===== config.mk =====
export PLATFORM = sky130hd
export DESIGN_NAME = sram16_host_ctrl
export DESIGN_NICKNAME = d
export VERILOG_FILES = /design/src/rtl/sram16_host_ctrl.sv
export SDC_FILE = /design/constraint.sdc
export NUM_CORES = 1
export LEC_CHECK = 0
export ABC_AREA = 0
export CAP_MARGIN = 20
export CORE_MARGIN = 2
export CORE_UTILIZATION = 40
export DETAILED_ROUTE_END_ITERATION = 12
export PLACE_DENSITY = 0.62
export REMOVE_ABC_BUFFERS = 1
export SYNTH_ARGS = -nofsm -noshare
export SYNTH_HDL_FRONTEND = slang
export SYNTH_SLANG_ARGS = --single-unit

===== constraint.sdc =====
create_clock -name clk -period 1.9 [get_ports clk]
set_clock_uncertainty 0.1 [all_clocks]
set_input_delay 0.38 -clock clk [delete_from_list [all_inputs] [get_ports clk]]
set_output_delay 0.38 -clock clk [all_outputs]
set_load 0.01 [all_outputs]

===== src/rtl/sram16_host_ctrl.sv =====
// Byte-serial host controller for a single-port 32-bit SRAM macro.
// Command frames arrive on an 8-bit valid/ready stream; read data returns LSB-first on another.
module sram16_host_ctrl #(
  parameter int ADDR_W = 12,
  parameter int DATA_W = 32,
  parameter int RD_LAT = 1
) (
  input  logic              clk,
  input  logic              rst_n,
  input  logic [7:0]        in_data,
  input  logic              in_valid,
  output logic              in_ready,
  output logic [7:0]        out_data,
  output logic              out_valid,
  input  logic              out_ready,
  output logic              busy,
  output logic [ADDR_W-1:0] sram_addr,
  output logic [DATA_W-1:0] sram_wdata,
  output logic              sram_cs,
  output logic [3:0]        sram_wen,
  input  logic [DATA_W-1:0] sram_rdata
);

  typedef enum logic [2:0] {
    OPC, ADDR_HI, ADDR_LO, WDATA, MEM_WR, MEM_RD, RD_WAIT, RESP
  } state_t;

  localparam logic [1:0] LAT_LAST = 2'(RD_LAT - 1);

  state_t              state, state_nxt;
  logic                run;
  logic                op_wr;
  logic [3:0]          op_be;
  logic [ADDR_W-1:0]   addr_q;
  logic [ADDR_W-9:0]   hi_q;
  logic [ADDR_W-1:0]   addr_new;
  logic [1:0]          cnt;
  logic [1:0]          wait_cnt;
  logic [23:0]         wbuf;
  logic [DATA_W-1:0]   rbuf;
  logic                in_acc;
  logic                out_acc;

  assign in_acc   = in_valid & in_ready;
  assign out_acc  = out_valid & out_ready;
  assign addr_new = {hi_q, in_data};

  always_ff @(posedge clk or negedge rst_n) begin
    if (!rst_n) state <= OPC;
    else        state <= state_nxt;
  end

  always_comb begin
    state_nxt = state;
    unique case (state)
      OPC: begin
        if (in_acc) begin
          if (in_data[5]) state_nxt = in_data[7] ? WDATA : MEM_RD;
          else            state_nxt = ADDR_HI;
        end
      end
      ADDR_HI: if (in_acc) state_nxt = ADDR_LO;
      ADDR_LO: if (in_acc) state_nxt = op_wr ? WDATA : MEM_RD;
      WDATA:   if (in_acc && cnt == 2'd3) state_nxt = MEM_WR;
      MEM_WR:  state_nxt = OPC;
      MEM_RD:  state_nxt = RD_WAIT;
      RD_WAIT: if (wait_cnt == LAT_LAST) state_nxt = RESP;
      RESP:    if (out_acc && cnt == 2'd3) state_nxt = OPC;
      default: state_nxt = OPC;
    endcase
  end

  always_comb begin
    in_ready  = run && (state == OPC || state == ADDR_HI ||
                        state == ADDR_LO || state == WDATA);
    busy      = (state != OPC);
    sram_cs   = (state == MEM_RD) || (state == MEM_WR && op_be != 4'd0);
    sram_wen  = (state == MEM_WR) ? op_be : 4'd0;
    out_valid = (state == RESP);
    out_data  = out_valid ? rbuf[cnt*8 +: 8] : 8'd0;
  end

  // sram_addr is loaded on the edge entering MEM_*; addr_q advances once the access has happened.
  always_ff @(posedge clk or negedge rst_n) begin
    if (!rst_n) begin
      run        <= 1'b0;
      op_wr      <= 1'b0;
      op_be      <= '0;
      addr_q     <= '0;
      hi_q       <= '0;
      cnt        <= '0;
      wait_cnt   <= '0;
      wbuf       <= '0;
      rbuf       <= '0;
      sram_addr  <= '0;
      sram_wdata <= '0;
    end else begin
      run <= 1'b1;
      unique case (state)
        OPC: begin
          if (in_acc) begin
            op_wr <= in_data[7];
            op_be <= in_data[3:0];
            cnt   <= '0;
            if (in_data[5] && !in_data[7]) sram_addr <= addr_q;
          end
        end
        ADDR_HI: if (in_acc) hi_q <= in_data[ADDR_W-9:0];
        ADDR_LO: begin
          if (in_acc) begin
            addr_q <= addr_new;
            if (!op_wr) sram_addr <= addr_new;
          end
        end
        WDATA: begin
          if (in_acc) begin
            cnt <= cnt + 2'd1;
            if (cnt == 2'd3) begin
              sram_wdata <= DATA_W'({in_data, wbuf});
              sram_addr  <= addr_q;
            end else begin
              wbuf[cnt*8 +: 8] <= in_data;
            end
          end
        end
        MEM_WR, MEM_RD: begin
          addr_q   <= addr_q + 1'b1;
          wait_cnt <= '0;
        end
        RD_WAIT: begin
          wait_cnt <= wait_cnt + 2'd1;
          if (wait_cnt == LAT_LAST) rbuf <= sram_rdata;
        end
        RESP: if (out_acc) cnt <= cnt + 2'd1;
        default: ;
      endcase
    end
  end

endmodule

### Yosys cells after proc, flatten, opt, wreduce, memory -nomap -nowiden

Cells that the tools add are included.

* flip-flop bits (word level): 129
* input bits: 44
* output and inout bits: 60
* word-level logic and storage cells: 96

* add/sub/neg operators: 4
* eq/ne operators: 19
* shifts and indexed selects: 3
* multiplexer cells: 27
* bitwise gates (word level): 3
* reduce and logical (&&, ||, !) cells: 28

Operator list (count)
* $mux W12: 7
* $pmux W12 S3: 1
* $neg A5 Y34: 1
* $shift A8 B34 Y24 const A: 1
* $shiftx A8 B34 Y24: 1
* $shiftx A32 B6 Y8: 1
* $mux W3: 9
* $bwmux W24: 1
* $pmux W12 S2: 1
* $pmux W3 S8: 1
* $ne A2 B2 Y1 const B: 8
* $add A12 B1 Y12 const B: 1
* $eq A3 B3 Y1 const B: 4
* $reduce_bool A3 Y1: 3
* $mux W8: 1
* $reduce_and A2 Y1: 4
* $reduce_and A7 Y1: 1
* $eq A3 B2 Y1 const B: 2
* $mux W2: 3
* $ne A2 B1 Y1 const B: 3
* $pmux W2 S3: 1
* $reduce_and A3 Y1: 2
* $reduce_and A6 Y1: 1
* $logic_and A1 B1 Y1: 5
* other kinds (15): 21

### Logic depth before layout (Yosys ltp)

Gate-level depths: netlist of the first run.

* depth in word-level cells: 9
* depth in mapped cells: 7
* depth with buffers taken out: 6

### Worst setup path before layout of the first run

No wires, ideal clock.

* path type: reg2out
* start: register cnt[0]
* end: output out_data[2]
* arrival time: 1400 ps
* data required time: 1420 ps
* path slack: 20 ps
* stages on the path, launching flop included: 4
* buffers on the path: 1
* path through: dfrtp_1 buf_4 mux4_2 and3_1

* longest elaborated chain between the ends: 2

RTL lines
* start: declaration: RTL line 37 `logic [1:0] cnt;`
* start signal: assignment: RTL line 117 `cnt <= cnt + 2'd1;`
* start signal: assignment: RTL line 134 `RESP: if (out_acc) cnt <= cnt + 2'd1;`
* $shiftx A32 B6 Y8: RTL line 80 `out_data = out_valid ? rbuf[cnt*8 +: 8] : 8'd0;`
* $mux W8: RTL line 80
* end: declaration: RTL line 13 `output logic [7:0] out_data,`

Every way passes these cells.

### Worst setup path after layout of the first run

* start: register cnt[0]
* end: output out_data[4]

Same word-level chain as after synthesis.

==> run metrics, run 1 <==
Reg2Reg Setup Slack -60 ps; sequential share of the synthesized area 54.2%; first-pass GRT wire length 24,300 µm; failing checks negative setup slack; Routed WL per cell 18.5 µm; largest net degree at the start of global routing 76; clk_lat worst skew 430 ps; Area contributors post-synth dfrtp_1 54%, mux2_1 12%, nand2_1 6.1%, mux2_2 3.8%, mux4_2 3.0%; drt first pass iters 4; area of the multi-input gates 3060 µm²; full die area 15,900 µm²; Yosys reg bits 129; Setup CP Type reg2out; layout net count 720; via count 4,533; Die H 126 µm; R2R depth 9; Hold Startpoint wbuf[14]; I/O Buffers 103; Num CTS Buffers 17; initial drt markers 320; Total GRT Usage 19.4%; CP Max Fanout 8; Static Leak 4.08 nW; VDD IR max 0.000878 V; max-slew violation count 0; clock transition at the registers of the reported paths 60 ps; Cell Area, Synth 5950 µm²; r2r startpoint cnt[1]; DP HPWL 9840 µm; Sw Pwr 0.00404 W; Net Sw Frac 31.5%; Post-synth top cells 129 x dfrtp_1, 96 x nand2_1, 65 x mux2_1; top cell type's share of synthesized area 54.2%; share of layout cells above drive strength 1 39.4%; CP Launch Type flip-flop; Vias/cell 5.23; root buffer cell clkbuf_16; Post-synth EDFFs 0; Pwr Density 1420 nW/µm²; RSZ-0062 raised after global routing true; synth unique cells 50; Main synth FF type dfrtp_1; cell accounting for the most synthesized area dfrtp_1; Largest delay share family, worst path multiplexers; DIE WIDTH 126 µm; Hold/Removal Path Class reg2reg; final WL 16,000 µm; area delta synth->final 52.2%; Final period util 119%; Fin. Hold Viols 0; critical path required time 1420 ps; CORE AREA 14,500 µm²; Final setup viols 61; pin slew with the least headroom to its limit 503 ps; Worst R2R End wbuf[12]; CTS sink count 129; Combinational Power Share 37.7%; ANT cells 0; filler cell count 1,139; Post-synth ARST share 100%; Hold Path Stages 2; post-route setup slack -363 ps; DRC 0; register share of total power 32.9%; row cnt 44; top-count cell post-synth dfrtp_1; H-tree depth 4; worst min-delay path endpoint wbuf[14]; Inst Count DP 812; Critical Path Sink Type primary output; Avg Cell Area, Syn 11.7 µm²; FMAX 442 MHz; Final min period 2260 ps; WHS 386 ps; critical-path cell list buf_12 > mux4_2 > and3_1 > buf_2; slowest stage cell on the critical path mux4_2; clock power share 29.4%; Final Util 62.3%; post-route ant nets 0; maxcap violations 0; slew margin rel. 66.4%; Ports 104; initial antenna violation count 0; TritonCTS clock tree done; Post-Syn Instances 508; Pint 0.00880 W; vias in the first global route 4,657; status finished with violations; max incr delay on CP 500 ps; initial core utilization 40.9%; storage element area 3230 µm²; RePlAce Congestion 0.868; GR Overflow Total 0; Non-Filler Instances 866; Clock Path Buffers 2; setup_tns -3960 ps; CP arrival 1780 ps; Buf+Inv Stages, Crit Path 2; Warnings, synthesis 0
==> placed cells by master (no fill, tap or decap), types with 7 or more instances in the layout <==
cell type and count:
mux2_1 13, nor2_1 14, nand2_2 18, dfrtp_1 126, mux2_4 67, nand2_1 75, buf_12 10, o21ai_2 8
clkbuf_16 22, o21ai_1 24, and3_4 7, buf_6 23, buf_4 37, mux4_2 8, clkdlybuf4s50_1 86
==> how the worst max path moves through the flow <==
stage	startpoint	to	slack, ps	depth (start not counted)
after floorplan	cnt[0]	sram_wdata[31]	-740	4
after global placement	cnt[0]	out_data[6]	-260	4
after detailed placement	cnt[0]	out_data[1]	-300	4
after CTS	cnt[0]	out_data[1]	-370	4
after global routing	cnt[0]	out_data[1]	-440	4
final	cnt[0]	out_data[4]	-360	4
==> per-stage QoR <==
| step | power (W) | cell area (µm²) | setup slack, ps |
|---|---|---|---|
| 2_1_floorplan | 0.00621 | 5770 | -737 |
| 3_3_place_gp | 0.00779 | 7510 | -260 |
| 3_5_place_dp | 0.00796 | 7510 | -297 |
| 4_1_cts | 0.0119 | 8280 | -375 |
| 5_1_grt | 0.0135 | 9060 | -439 |
| 6_report | 0.0128 | 9060 | -363 |
==> power groups by stage <==
stage | clock (W) | sequential, W | combinational [W]
2_1_floorplan | 0 | 0.00421 | 0.00200
3_3_place_gp | 0 | 0.00415 | 0.00364
3_5_place_dp | 0 | 0.00420 | 0.00376
4_1_cts | 0.00382 | 0.00417 | 0.00389
5_1_grt | 0.00394 | 0.00433 | 0.00525
6_report | 0.00377 | 0.00423 | 0.00484
==> repair_timing <==
action | CTS | global route
setup endpoints to repair | 16 | 119
gates resized for setup | 96 | 142
cloned | 0 | 8
buffers inserted | 3 | 13
pin swaps | 9 | 42
hold buffers | 1 | 0
endpoints found under the hold margin | 129 | 0
==> per-layer routing <==
metal	wire (µm)	global-route usage, %	vias to the layer above
met2	7910	30.8	125
met5	0	0	-
met4	263	7.24	0
met1	6950	25.1	2293
met3	914	5.99	19
li1	-	-	2096
==> final cells by class <==
type	count	area share, %
Timing Repair Buffer	172	20.1
Sequential cell	129	35.7
Clock inverter	15	2.80
Tap cell	184	2.54
Inverter	9	0.442
Multi-Input combinational cell	340	33.8
Clock buffer	17	4.70
==> registers in the layout (all words and copies together), names as in the netlist <==
register and cells:
op_be 4, wait_cnt 2, hi_q 4, sram_wdata 32
addr_q 12, op_wr 1, run 1, sram_addr 12
wbuf 24, rbuf 32, cnt 2, state 3
==> cell families (layout without fill, tap and decap cells) <==
family	Yosys count	in the layout	synth area share, %
AOI/OAI and AO/OA	66	66	6.64
xor gates and xnor gates	8	8	1.18
adders and majority gates	7	7	1.47
buffers and inverters	39	213	3.60
DFF	129	129	54.2
muxes	98	98	20.0
other	1	1	0.0630
and+or+nand+nor	160	160	12.8
==> worst reg2reg max path: stages, from the launching register on <==
cell	delay, ps
dfrtp_2	410
clkbuf_16	170
buf_6	90
buf_6	90
clkinvlp_4	130
ha_4	320
nor3b_4	180
buf_6	170
nand2_2	70
o21ai_2	140
No activity file was read; power rests on OpenSTA's default activity.
==> run 2: changes to the inputs <==
- CORE_UTILIZATION: 40 -> 48
- HOLD_SLACK_MARGIN: unset -> 0.1
- PLACE_DENSITY: 0.62 -> 0.73
==> run 2 against run 1 <==
Maximum frequency shrank 2.6%. Via count up 3.9%. Sequential cell count did not move. Final area shrank 1.8%. Combinational power decreased by 1%. The flow still finishes with violations (negative setup slack). Critical path depth rose by 1. Die area shrank 16%. First-iteration DRC count up 38%. Cell count fell by 2.4%.
==> run metrics, run 2 (synthesis gave the netlist of run 1 again) <==
slew margin rel. 64.4%; Num CTS Buffers 17; post-route cell area 8900 µm²; VDD IR max 0.000874 V; setup_tns -4580 ps; RePlAce Congestion 0.875; biggest regs rbuf (32), sram_wdata (32), wbuf (24); TritonCTS clock tree done; layout net count 716; initial core utilization 49.3%; Final Util 73.8%; leading cell type in the layout, fill and taps excluded dfrtp_1; Reg2Reg Setup Slack -70 ps; ANT cells 0; post-route setup slack -424 ps; clk_lat worst skew 420 ps; row cnt 40; DRC 0; Vias/cell 5.58; drt first pass iters 5; failing checks negative setup slack; Pwr Density 1410 nW/µm²; vias in the first global route 4,824; initial antenna violation count 0; post-route ant nets 0; DP HPWL 9450 µm; Ports 104; share of layout cells above drive strength 1 34.9%; initial drt markers 440; critical path required time 1420 ps; H-tree depth 4; Clock Path Buffers 2; status finished with violations; area delta synth->final 49.5%; CTS sink count 129; Final setup viols 69; Top Metal Used met4; Setup CP Type reg2out; CP Launch Point cnt[0]; Total Power 0.0125 W; Final period util 122%; CORE AREA 12,100 µm²; Worst R2R End wbuf[10]; clock transition at the registers of the reported paths 60 ps; CP Launch Type flip-flop; first-pass GRT wire length 24,500 µm; Non-Filler Instances 845; Critical Path Sink Type primary output; final WL 16,500 µm; met3 routed WL 1210 µm; r2r startpoint cnt[0]; root buffer cell clkbuf_16; CP Max Fanout 5; Inst Count DP 790; RSZ-0062 raised after global routing true; CP arrival 1840 ps; placed cell area 7450 µm²; Total GRT Usage 24.1%; largest net degree at the start of global routing 36; pin slew with the least headroom to its limit 533 ps; Hold/Removal Path Class in2async; Met1 Wirelength 6660 µm; R2R depth 10; most frequent cells in the layout 126 x dfrtp_1, 86 x clkdlybuf4s50_1, 82 x nand2_1; FMAX 430 MHz; maxcap violations 0; full die area 13,300 µm²; met2 WL 8120 µm; Fin. Hold Viols 0; Routed WL per cell 19.6 µm; DIE WIDTH 115 µm; Die H 115 µm; max-slew violation count 0; I/O Buffers 103; via count 4,711; GR Overflow Total 0; Static Leak 3.90 nW; Final min period 2320 ps
==> run 2: cell count changes in the layout (fill, tap and decap cells not counted), sizes merged <==
cell and change:
clkbuf +5, clkdlybuf4s15 -1, buf -5, nand3 +2, inv -3, clkinv -1
bufinv -2
==> run 2: final cells by class <==
type | instances | area, µm²
fillers | 745 | 3160
well taps | 168 | 210
multi-input cells | 342 | 3010
inverters | 9 | 38.8
flip-flops and latches | 129 | 3230
clock buffers | 22 | 484
repair buffers | 166 | 1770
clock inverters | 9 | 154
==> run 2: routing by layer <==
layer  vias up  track usage [%]
met5         -                0
met4         0             10.1
met3        40             6.69
met2       214             39.4
met1      2364             30.3
li1       2093                -
==> run 2: per-stage QoR <==
step | hold WS (ps) | setup slack [ps]
global placement | 267 | -268
floorplan | -15.6 | -737
detailed placement | 272 | -305
finish | 352 | -424
CTS | 363 | -410
global route | 379 | -501
==> run 2: critical path, cell delays in order (launching register included) <==
cell     delay (ps)
dfrtp_2         380
buf_6           110
buf_12          110
mux4_2          510
and3_4          200
buf_6           110
==> run 2: repair_timing <==
item / 4_1_cts / 5_1_grt
endpoints found under the setup margin: 65 / 92
cloned: 4 / 6
hold buffers: 1 / 0
pin swaps: 21 / 33
gates resized for setup: 125 / 88
buffers inserted: 11 / 7
hold endpoints to repair: 29 / 0
==> run 2: worst max-delay path by stage <==
stage | end | slack, ps | cells past startpoint
3_3_place_gp | out_data[6] | -270 | 4
4_1_cts | out_data[6] | -410 | 5
2_1_floorplan | sram_wdata[31] | -740 | 4
5_1_grt | out_data[6] | -500 | 5
3_5_place_dp | out_data[6] | -300 | 4
6_report | out_data[6] | -420 | 5
==> run 2: report_power, final <==
group,switching (W),internal [W]
combinational,0.00219,0.00259
clock,0.00118,0.00232
sequential,0.000632,0.00359
total,0.00401,0.00851
